### config.mk
export PLATFORM = sky130hd
export DESIGN_NAME = m_cargador_registros
export DESIGN_NICKNAME = d
export VERILOG_FILES = /design/src/rtl/m_registros_pkg.sv /design/src/rtl/m_contador_direccion.sv /design/src/rtl/m_cargador_registros.sv
export SDC_FILE = /design/constraint.sdc
export NUM_CORES = 1
export LEC_CHECK = 0
export CORE_UTILIZATION = 40
export DETAILED_ROUTE_END_ITERATION = 7
export GPL_ROUTABILITY_DRIVEN = 0
export PLACE_DENSITY = 0.79
export SLEW_MARGIN = 10
export SYNTH_ARGS = -nofsm -noshare
export SYNTH_HDL_FRONTEND = slang
export SYNTH_HIERARCHICAL = 1
export SYNTH_SLANG_ARGS = --single-unit
### constraint.sdc
create_clock -name clk -period 6.7 [get_ports clk]
set_input_delay 1.675 -clock clk [delete_from_list [all_inputs] [get_ports clk]]
set_output_delay 1.675 -clock clk [all_outputs]
set_load 0.05 [all_outputs]
### src/rtl/m_registros_pkg.sv
// Shared widths, sizes and FSM encoding for the register-file loader.
// States are plain localparams so legacy code can compare against raw values.
package m_registros_pkg;

  localparam int ANCHO_DATO = 32;
  localparam int ANCHO_DIR  = 5;
  localparam int NUM_REGS   = 32;
  localparam int ANCHO_CANT = 6;

  typedef logic [1:0] estado_t;

  localparam logic [1:0] REPOSO = 2'd0;
  localparam logic [1:0] CARGA  = 2'd1;
  localparam logic [1:0] FIN    = 2'd2;

  localparam logic [ANCHO_CANT-1:0] CANTIDAD_MAX = 6'd32;

  // Requests above the register-file depth load the whole file once.
  function automatic logic [ANCHO_CANT-1:0] saturar_cantidad(input logic [ANCHO_CANT-1:0] c);
    return (c > CANTIDAD_MAX) ? CANTIDAD_MAX : c;
  endfunction

endpackage

### src/rtl/m_contador_direccion.sv
// Loadable write-address counter; increments by one and wraps at NUM_REGS.
// Load has priority over increment; no internal latency beyond the register.
module m_contador_direccion
  import m_registros_pkg::*;
#(
  parameter int NUM_REGS = 32
) (
  input  logic                 clk,
  input  logic                 rst,
  input  logic                 cargar,
  input  logic                 incrementar,
  input  logic [ANCHO_DIR-1:0] valor_carga,
  output logic [ANCHO_DIR-1:0] cuenta
);

  localparam logic [ANCHO_DIR-1:0] ULTIMA = ANCHO_DIR'(NUM_REGS - 1);

  always_ff @(posedge clk or posedge rst) begin
    if (rst) begin
      cuenta <= '0;
    end else if (cargar) begin
      cuenta <= valor_carga;
    end else if (incrementar) begin
      cuenta <= (cuenta == ULTIMA) ? '0 : cuenta + 1'b1;
    end
  end

endmodule

### src/rtl/m_cargador_registros.sv
// Streams a burst of words into consecutive register-file entries, one WE per accepted word (latency 1).
// Optional running XOR of the burst when CARGADOR_CHECKSUM_EN is defined; otherwise checksum is tied to 0.
module m_cargador_registros
  import m_registros_pkg::*;
#(
  parameter int NUM_REGS = 32,
  parameter int ANCHO    = 32
) (
  input  logic                  clk,
  input  logic                  rst,
  input  logic                  iniciar,
  input  logic [ANCHO_DIR-1:0]  direccionInicial,
  input  logic [ANCHO_CANT-1:0] cantidad,
  input  logic [ANCHO-1:0]      datosEntrada,
  input  logic                  validoEntrada,
  output logic                  listoEntrada,
  output logic                  WE,
  output logic [ANCHO_DIR-1:0]  direccionEscritura,
  output logic [ANCHO-1:0]      datos,
  output logic                  ocupado,
  output logic                  terminado,
  output logic [ANCHO-1:0]      checksum
);

  estado_t               estado;
  estado_t               estado_sig;
  logic [ANCHO_CANT-1:0] restantes;
  logic [ANCHO_DIR-1:0]  direccion_actual;
  logic                  aceptar_inicio;
  logic                  transferencia;
  logic                  ultima;

  assign aceptar_inicio = (estado == REPOSO) && iniciar && (cantidad != '0);
  assign transferencia  = (estado == CARGA) && validoEntrada;
  assign ultima         = transferencia && (restantes == 6'd1);

  assign listoEntrada = (estado == CARGA);
  assign ocupado      = (estado != REPOSO);
  assign terminado    = (estado == FIN);

  always_comb begin
    estado_sig = estado;
    case (estado)
      REPOSO:  if (aceptar_inicio) estado_sig = CARGA;
      CARGA:   if (ultima) estado_sig = FIN;
      FIN:     estado_sig = REPOSO;
      default: estado_sig = REPOSO;
    endcase
  end

  always_ff @(posedge clk or posedge rst) begin
    if (rst) begin
      estado <= REPOSO;
    end else begin
      estado <= estado_sig;
    end
  end

  always_ff @(posedge clk or posedge rst) begin
    if (rst) begin
      restantes <= '0;
    end else if (aceptar_inicio) begin
      restantes <= saturar_cantidad(cantidad);
    end else if (transferencia) begin
      restantes <= restantes - 1'b1;
    end
  end

  m_contador_direccion #(
    .NUM_REGS (NUM_REGS)
  ) u_contador (
    .clk         (clk),
    .rst         (rst),
    .cargar      (aceptar_inicio),
    .incrementar (transferencia),
    .valor_carga (direccionInicial),
    .cuenta      (direccion_actual)
  );

  // Address and data hold their last value between pulses; only WE returns to 0.
  always_ff @(posedge clk or posedge rst) begin
    if (rst) begin
      WE                 <= 1'b0;
      direccionEscritura <= '0;
      datos              <= '0;
    end else begin
      WE <= transferencia;
      if (transferencia) begin
        direccionEscritura <= direccion_actual;
        datos              <= datosEntrada;
      end
    end
  end

`ifdef CARGADOR_CHECKSUM_EN
  logic [ANCHO-1:0] acumulado;

  always_ff @(posedge clk or posedge rst) begin
    if (rst) begin
      acumulado <= '0;
    end else if (aceptar_inicio) begin
      acumulado <= '0;
    end else if (transferencia) begin
      acumulado <= acumulado ^ datosEntrada;
    end
  end

  assign checksum = acumulado;
`else
  assign checksum = '0;
`endif

endmodule
==> results of run 1 <==
[cell type report]
class                           count  share of cell area
Clock buffer                        6              0.0215
Sequential cell                    51               0.379
Clock inverter                      2             0.00371
Timing Repair Buffer               89               0.263
Inverter                           10              0.0111
Tap cell                           75              0.0279
Multi-Input combinational cell    212               0.294
[cells in the final DEF (no fill, tap or decap)]
cell type,instances
a22o_1,1
xnor2_1,1
or4_4,1
nand2_1,120
clkbuf_8,5
conb_1,32
o221a_1,1
o21ai_1,3
clkinv_2,1
a21oi_1,4
a221oi_1,1
and4bb_1,1
o22a_1,1
a31oi_1,2
clkdlybuf4s50_1,87
nor3b_1,3
mux2i_1,2
nor3_1,4
dfrtp_1,51
buf_4,2
ha_1,4
o31ai_1,1
nand3b_1,1
inv_1,7
nand3_1,4
o21a_1,1
clkbuf_1,1
and3_1,2
nand4_1,1
nor2b_1,2
nor2_1,5
or2_2,1
o31ai_4,1
a211oi_1,1
o21ai_0,9
inv_2,3
or4_1,1
or3b_2,1
clkinvlp_4,1
[cell families (layout without fill, tap and decap cells)]
| kind of cell | Yosys count | in the layout | share of synthesized area |
|---|---|---|---|
| DFF | 51 | 51 | 0.518 |
| adders and majority gates | 4 | 4 | 0.0203 |
| muxes | 2 | 2 | 0.00812 |
| xor gates and xnor gates | 1 | 1 | 0.00355 |
| and+or+nand+nor | 147 | 147 | 0.250 |
| buffers and inverters | 52 | 107 | 0.128 |
| other | 1 | 32 | 0.00152 |
| AOI/OAI and AO/OA | 26 | 26 | 0.0706 |
[worst max-delay path: cells and delay by family]
| family | cells | cell delay (ns) |
|---|---|---|
| buffers and inverters | 3 | 1.63 |
| AO/OA/AOI/OAI | 2 | 0.19 |
| AND/OR/NAND/NOR | 2 | 0.33 |
[how the worst max path moves through the flow]
stage	to	startpoint	slack, ns	depth (start not counted)
after floorplan	u_contador/cuenta[3]	validoEntrada	3.35	7
after detailed placement	u_contador/cuenta[2]	validoEntrada	2.76	7
after global routing	u_contador/cuenta[0]	validoEntrada	2.87	7
after global placement	u_contador/cuenta[2]	validoEntrada	2.86	7
final	u_contador/cuenta[0]	validoEntrada	3.07	7
after CTS	u_contador/cuenta[2]	validoEntrada	3.07	7
[registers in the layout, indices dropped and copies added, names as in the netlist]
register / cells
datos: 32
direccionEscritura: 5
restantes: 6
WE: 1
estado: 2
u_contador/cuenta: 5
[layer usage]
layer  share of wire  GRT usage
met1            0.44      0.209
met5               0          0
met3           0.073     0.0432
met2            0.48      0.286
met4          0.0086     0.0661
[power breakdown]
| group | internal, mW | total (mW) | switching (mW) |
|---|---|---|---|
| registers | 0.451 | 0.549 | 0.0980 |
| logic | 0.337 | 1.04 | 0.699 |
| clock network | 0.0731 | 0.167 | 0.0937 |
| total | 0.861 | 1.75 | 0.891 |
==> results.tsv, run 1 <==
metric	value	unit
Nets	420	
CP Max Fanout	33	
vias in the first global route	1956	
Detailed Route WL	5.34	mm
max incr delay on CP	0.76	ns
slowest CP cell	inv_1	
share of cells above drive strength 1	0.0432	
final number of max-transition violations	0	
Detailed Place HPWL	3.86	mm
drt initial violations	60	
fin crit share	0.542	
clock transition at the registers of the reported paths	0.08	ns
Resize count post-CTS	0	
fin area	0.00337	sq mm
Congestion Overflow GR	0	
cell accounting for the most synthesized area	dfrtp_1	
largest net degree at the start of global routing	47	
maxcap violations	0	
Post-synth EDFFs	0	
worst hold endpoint	datos[31]	
DR WL/cell	12.0	um
Worst R2R Path Depth	6	
VDD IR max	319	uV
top-count cell post-synth	nand2_1	
Pwr Density	520	mW/mm^2
TritonCTS Buffers	5	
Die W	80.5	um
WP data arrival	3.85	ns
Yosys cell types	36	
Die ar.	0.00648	sq mm
final setup vio count	0	
Mapped Avg Cell Area	8.68	sq um
area share of the largest cell type after synthesis	0.518	
FMAX	275	MHz
critical path type	in2reg	
min-delay worst type	reg2reg	
clock tree sinks	51	
sequential area share after synthesis	0.518	
Via-to-Cell Ratio	4.57	
Synth Instances	284	
setup TNS	0	ns
fillcell total	520	
hold_buf cts	0	
status	finished clean	
Core ar.	0.00592	sq mm
Worst Tran Pin Value	1.03	ns
Place WS	2.76	ns
Setup Buffers After CTS	0	
Worst Clk Skew	0.00693	ns
gr usage total	0.171	
clk_lat worst skew	0.30	ns
Ports	120	
CTS tree	done	
setup ws final	3.07	ns
min-delay src	datos[31]	
Yosys Warn Count	6	
initial antenna violation count	0	
Chip Height	80.5	um
drt pass-1 iters	4	
most instantiated cells after synthesis	nand2_1 (120), dfrtp_1 (51), buf_4 (32)	
area delta synth->final	36.6	%
WHS	0.477	ns
Pwr Total	1.75	mW
top_reg_cell synth	dfrtp_1	
FP Rows	28	
global-route wire length before repair	8.56	mm
hold path cells	2	
post-route minimum period	3.63	ns
dpl cells	437	
filler-free cell count of the finished design	445	
multi-input logic area	990	sq um
FFs w/ async S/R, synth	1.00	
FF-to-FF setup slack	4.41	ns
clock tree buffer depth	2	
initial core utilization	0.416	
final hold vios	0	
r2r endpoint	u_contador/cuenta[0]	
ranking of synthesized cells by area	dfrtp_1 (52%), nand2_1 (18%), buf_4 (9.7%), ha_1 (2.0%), o21ai_0 (1.8%)	
Area after DPL	0.00328	sq mm
Seq cells post-synth	51	
leak pwr	1.64	nW
Setup crit end kind	register	
root buffer cell	clkbuf_8	
worst path cell trace	clkdlybuf4s50_1 -> nand3b_1 -> inv_1 -> buf_4 -> nor3b_1 -> a21oi_1 -> o21ai_1	
ANT nets after route	0	
ant diodes	0	
CP Data Required Time	6.92	ns
DR vias	2035	
# DRC	0	
number of port buffers	87	
crit path launch type	input pin	
start of the worst register-to-register path	estado[1]	
relative slew slack	0.312	
RSZ-0062 raised after global routing	no	
Finished Core Util	0.569	
H-tree Lvls	2	
Sequential cell area	0.00128	sq mm
Synth Cell Area	0.00246	sq mm
Power figures use the tool's default switching activity.
==> run 2: changes to the inputs <==
--- a/config.mk
+++ b/config.mk
@@ -5,10 +5,10 @@
 export SDC_FILE = /design/constraint.sdc
 export NUM_CORES = 1
 export LEC_CHECK = 0
-export CORE_UTILIZATION = 40
+export CORE_UTILIZATION = 37
 export DETAILED_ROUTE_END_ITERATION = 7
 export GPL_ROUTABILITY_DRIVEN = 0
-export PLACE_DENSITY = 0.79
+export PLACE_DENSITY = 0.77
 export SLEW_MARGIN = 10
 export SYNTH_ARGS = -nofsm -noshare
 export SYNTH_HDL_FRONTEND = slang
==> constraint.sdc (replaced) <==
create_clock -name clk -period 3.2 [get_ports clk]
set_input_delay 0.8 -clock clk [delete_from_list [all_inputs] [get_ports clk]]
set_output_delay 0.8 -clock clk [all_outputs]
set_load 0.05 [all_outputs]
==> results.tsv, run 2 (synthesis results as in run 1) <==
metric	value	unit	change
Pwr Total	3.71	mW	+110%
Congestion Overflow GR	0		unchanged
initial antenna violation count	0		unchanged
vias in the first global route	1925		-1.6%
drt initial violations	82		+37%
FMAX	391	MHz	
Finished Core Util	0.532		-0.0370
final hold vios	0		unchanged
H-tree Lvls	2		unchanged
Setup crit end kind	output pin		
CP Data Required Time	2.40	ns	-4.52 ns
max incr delay on CP	0.83	ns	+0.07 ns
relative slew slack	0.376		+0.0638
maxcap violations	0		unchanged
post-route minimum period	2.56	ns	
Largest regs	datos x32, restantes x6		
ant diodes	0		unchanged
CP Max Fanout	6		-82%
Ports	120		unchanged
WHS	0.477	ns	-0.0000230 ns
DR WL/cell	11.8	um	-1.3%
Place WS	0.332	ns	-2.43 ns
CTS tree	done		
crit path launch type	register		
TritonCTS Buffers	5		unchanged
setup TNS	0	ns	unchanged
min-delay worst type	reg2reg		
status	finished clean		
Detailed Route WL	5.31	mm	-0.60%
clk_lat worst skew	0.30	ns	about the same
WP data arrival	1.76	ns	-2.09 ns
critical path type	reg2out		
ANT nets after route	0		unchanged
Core ar.	0.00639	sq mm	+7.9%
Resize count post-CTS	0		unchanged
delay-heaviest family, CP	buffers and inverters		
Chip Height	83.6	um	+3.9%
slowest CP cell	clkdlybuf4s50_1		
initial core utilization	0.386		-0.0303
drt pass-1 iters	4		unchanged
Worst Clk Skew	0.00650	ns	-0.000425 ns
Via-to-Cell Ratio	4.50		-1.5%
Worst Tran Pin Value	0.935	ns	-0.0959 ns
fin crit share	0.799		
DR vias	2017		-0.88%
RSZ-0062 raised after global routing	no		
leak pwr	1.66	nW	+0.87%
Pwr Density	1090	mW/mm^2	+110%
final number of max-transition violations	0		unchanged
final setup vio count	0		unchanged
FP Rows	29		+3.6%
CP bufs+invs	1		-2
root buffer cell	clkbuf_8		
VDD IR max	633	uV	+98%
share of cells above drive strength 1	0.0485		+0.00527
clock tree buffer depth	2		unchanged
commonest non-fill, non-tap cell in the layout	nand2_1		
Nets	421		+0.24%
Setup Buffers After CTS	0		unchanged
Die ar.	0.00699	sq mm	+7.9%
area delta synth->final	37.8	%	
# DRC	0		unchanged
clock transition at the registers of the reported paths	0.09	ns	about the same
setup ws final	0.642	ns	-2.43 ns
Biggest register	datos		
number of port buffers	87		unchanged
global-route wire length before repair	8.96	mm	+4.7%
hold_buf cts	0		unchanged
most frequent cells in the layout	nand2_1 (120), clkdlybuf4s50_1 (87), dfrtp_1 (51), conb_1 (32), o21ai_0 (9)		
max reg flops	32		unchanged
worst path cell trace	nor2b_1 -> clkdlybuf4s50_1		
largest net degree at the start of global routing	47		unchanged
Detailed Place HPWL	3.89	mm	+0.89%
Die W	83.6	um	+3.9%
clock tree sinks	51		unchanged
gr usage total	0.156		-0.0144
[run 2: per-stage QoR]
stage                     area, sq um  std cells
final                            3400        448
after global routing             3400        448
after CTS                        3400        448
after detailed placement         3290        440
after global placement           3290        440
after floorplan                  2580        315
[run 2: area by class of cell]
type	count	area (sq um)
Clock inverter	1	7.51
Clock buffer	7	96.3
Multi-Input combinational cell	212	990
Fill cell	584	2990
Tap cell	77	96.3
Timing Repair Buffer	90	893
Sequential cell	51	1280
Inverter	10	37.5
[run 2: path summary, 6_finish.rpt]
check	startpoint	to	slack, ns	cells after the start
max in group asynchronous	rst	datos[28]	1.56	2
setup / recovery	estado[0]	listoEntrada	0.64	2
min in group asynchronous	rst	u_contador/cuenta[0]	0.75	2
hold / removal	datos[20]	datos[20]	0.48	2
setup reg to reg	u_contador/cuenta[0]	u_contador/cuenta[3]	1.34	5
hold reg to reg	datos[20]	datos[20]	0.48	2
[run 2: layer usage]
| metal | GRT usage | vias to the layer above | wire, um |
|---|---|---|---|
| met5 | 0 | - | 0 |
| met4 | 0.0324 | 0 | 39 |
| met3 | 0.0317 | 5 | 303 |
| met2 | 0.268 | 74 | 2570 |
| met1 | 0.205 | 922 | 2390 |
| li1 | - | 1016 | - |
[run 2: worst register-to-register path: stages, from the launching register on]
cell and delay (ns):
dfrtp_1 0.44, ha_1 0.25, and3_1 0.19, ha_1 0.23, or4_1 0.51, a31oi_1 0.16
[run 2: power breakdown]
group	total, mW	internal [mW]	leakage [nW]	switching, mW
Combinational	2.17	0.707	0.975	1.46
Clock	0.396	0.197	0.0505	0.199
Sequential	1.15	0.944	0.630	0.202
Total	3.71	1.85	1.66	1.86
==> run 3: changes to the inputs <==
==> constraint.sdc (replaced) <==
create_clock -name clk -period 2.3 [get_ports clk]
set_input_delay 0.575 -clock clk [delete_from_list [all_inputs] [get_ports clk]]
set_output_delay 0.575 -clock clk [all_outputs]
set_load 0.05 [all_outputs]
==> results.tsv, run 3 (synthesis results as in run 1) <==
metric	value	unit	change
status	finished clean		
fin crit share	0.909		
hold path cells	2		unchanged
clk_lat worst skew	0.30	ns	about the same
hold_buf cts	0		unchanged
fillcell total	606		+3.8%
CP bufs+invs	2		+1
slowest CP cell	or4_4		
min-delay worst type	reg2reg		
CTS tree	done		
Pwr Total	5.26	mW	+42%
initial antenna violation count	0		unchanged
Die W	83.6	um	unchanged
ant diodes	0		unchanged
multi-input logic area	990	sq um	unchanged
start of the worst register-to-register path	u_contador/cuenta[0]		
root buffer cell	clkbuf_8		
number of port buffers	87		unchanged
drt initial violations	84		+2.4%
Worst Clk Skew	0.0112	ns	+0.00470 ns
most frequent cells in the layout	nand2_1 (120), clkdlybuf4s50_1 (84), dfrtp_1 (51), conb_1 (32)		
filler-free cell count of the finished design	453		+1.1%
drt pass-1 iters	4		unchanged
FF-to-FF setup slack	0.45	ns	-0.89 ns
setup TNS	0	ns	unchanged
worst path cell trace	clkdlybuf4s50_1 -> or4_4 -> o31ai_4 -> inv_2 -> o22a_1 -> o221a_1		
min-delay src	datos[20]		
ANT nets after route	0		unchanged
Worst R2R Path Depth	5		unchanged
DR WL/cell	11.6	um	-2.0%
area delta synth->final	40.2	%	
gr usage total	0.157		+0.000585
clock transition at the registers of the reported paths	0.09	ns	about the same
r2r endpoint	u_contador/cuenta[3]		
maxcap violations	0		unchanged
Sequential cell area	0.00128	sq mm	unchanged
FMAX	478	MHz	
clock tree buffer depth	2		unchanged
global-route wire length before repair	8.93	mm	-0.39%
CP Max Fanout	3		-3
Detailed Route WL	5.26	mm	-0.94%
Nets	426		+1.2%
setup ws final	0.210	ns	-0.432 ns
Detailed Place HPWL	3.91	mm	+0.57%
final setup vio count	0		unchanged
Pwr Density	1520	mW/mm^2	+39%
TritonCTS Buffers	5		unchanged
worst hold endpoint	datos[20]		
crit path launch type	input pin		
critical path type	in2reg		
commonest non-fill, non-tap cell in the layout	nand2_1		
VDD IR max	860	uV	+36%
Congestion Overflow GR	0		unchanged
DR vias	2063		+2.3%
CP Data Required Time	2.49	ns	+0.09 ns
Ports	120		unchanged
Worst Tran Pin Value	0.522	ns	-0.413 ns
final number of max-transition violations	0		unchanged
leak pwr	1.70	nW	+2.6%
H-tree Lvls	2		unchanged
relative slew slack	0.651		+0.275
vias in the first global route	1912		-0.68%
share of cells above drive strength 1	0.0665		+0.0180
largest net degree at the start of global routing	47		unchanged
Place WS	-0.102	ns	-0.434 ns
dpl cells	445		+1.1%
RSZ-0062 raised after global routing	no		
Die ar.	0.00699	sq mm	unchanged
max incr delay on CP	0.57	ns	-0.26 ns
Largest regs	datos x32, restantes x6		
Via-to-Cell Ratio	4.55		+1.2%
final hold vios	0		unchanged
post-route minimum period	2.09	ns	
clock tree sinks	51		unchanged
max reg flops	32		unchanged
initial core utilization	0.386		unchanged
Core ar.	0.00639	sq mm	unchanged
Chip Height	83.6	um	unchanged
# DRC	0		unchanged
FP Rows	29		unchanged
Setup crit end kind	register		
Biggest register	datos		
delay-heaviest family, CP	compound AO/OA/AOI/OAI gates		
WP data arrival	2.28	ns	+0.52 ns
[run 3: what timing repair did]
item / in CTS / in global routing
gates resized for setup: 1 / 0
setup buffers: 0 / 0
setup endpoints to repair: 1 / 0
[run 3: power breakdown]
group,switching (mW),internal [mW]
Clock,0.280,0.352
Sequential,0.276,1.31
Combinational,2.04,1.00
[run 3: through the flow]
stage / hold WS [ns] / utilization / cell area [sq um]
floorplan: 0.354 / - / 2580
global placement: 0.457 / 0.523 / 3340
detailed placement: 0.461 / 0.523 / 3340
CTS: 0.483 / 0.541 / 3450
global route: 0.510 / 0.541 / 3450
finish: 0.477 / 0.541 / 3450
[run 3: worst max-delay path by stage]
| stage | slack (ns) | depth (start not counted) | start | to |
|---|---|---|---|---|
| final | 0.21 | 6 | cantidad[0] | restantes[5] |
| after global routing | 0.12 | 8 | cantidad[0] | u_contador/cuenta[3] |
| after CTS | 0.21 | 6 | cantidad[0] | restantes[5] |
| after detailed placement | -0.10 | 6 | cantidad[0] | restantes[5] |
| after global placement | -0.06 | 6 | cantidad[0] | restantes[5] |
| after floorplan | 0.05 | 7 | validoEntrada | u_contador/cuenta[3] |
[run 3: final cells by class]
type | instances | share of cell area
multi-input combinational | 212 | 0.286
sequential | 51 | 0.369
inverter | 10 | 0.0109
tap | 77 | 0.0279
timing repair buffer | 95 | 0.271
clock inverter | 2 | 0.0101
clock buffer | 6 | 0.0239
[run 3: worst min-delay path: cells and delay by family (launching register included)]
family | cells | cell delay (ns)
and+or+nand+nor | 2 | 0.10
DFF | 1 | 0.35
[run 3: metal layers]
layer / global-route usage / part of all wire / vias to the layer above
met4: 0.0385 / 0.012 / 0
met3: 0.0425 / 0.067 / 8
li1: - / - / 1019
met1: 0.192 / 0.43 / 956
met2: 0.273 / 0.49 / 80
met5: 0 / 0 / -
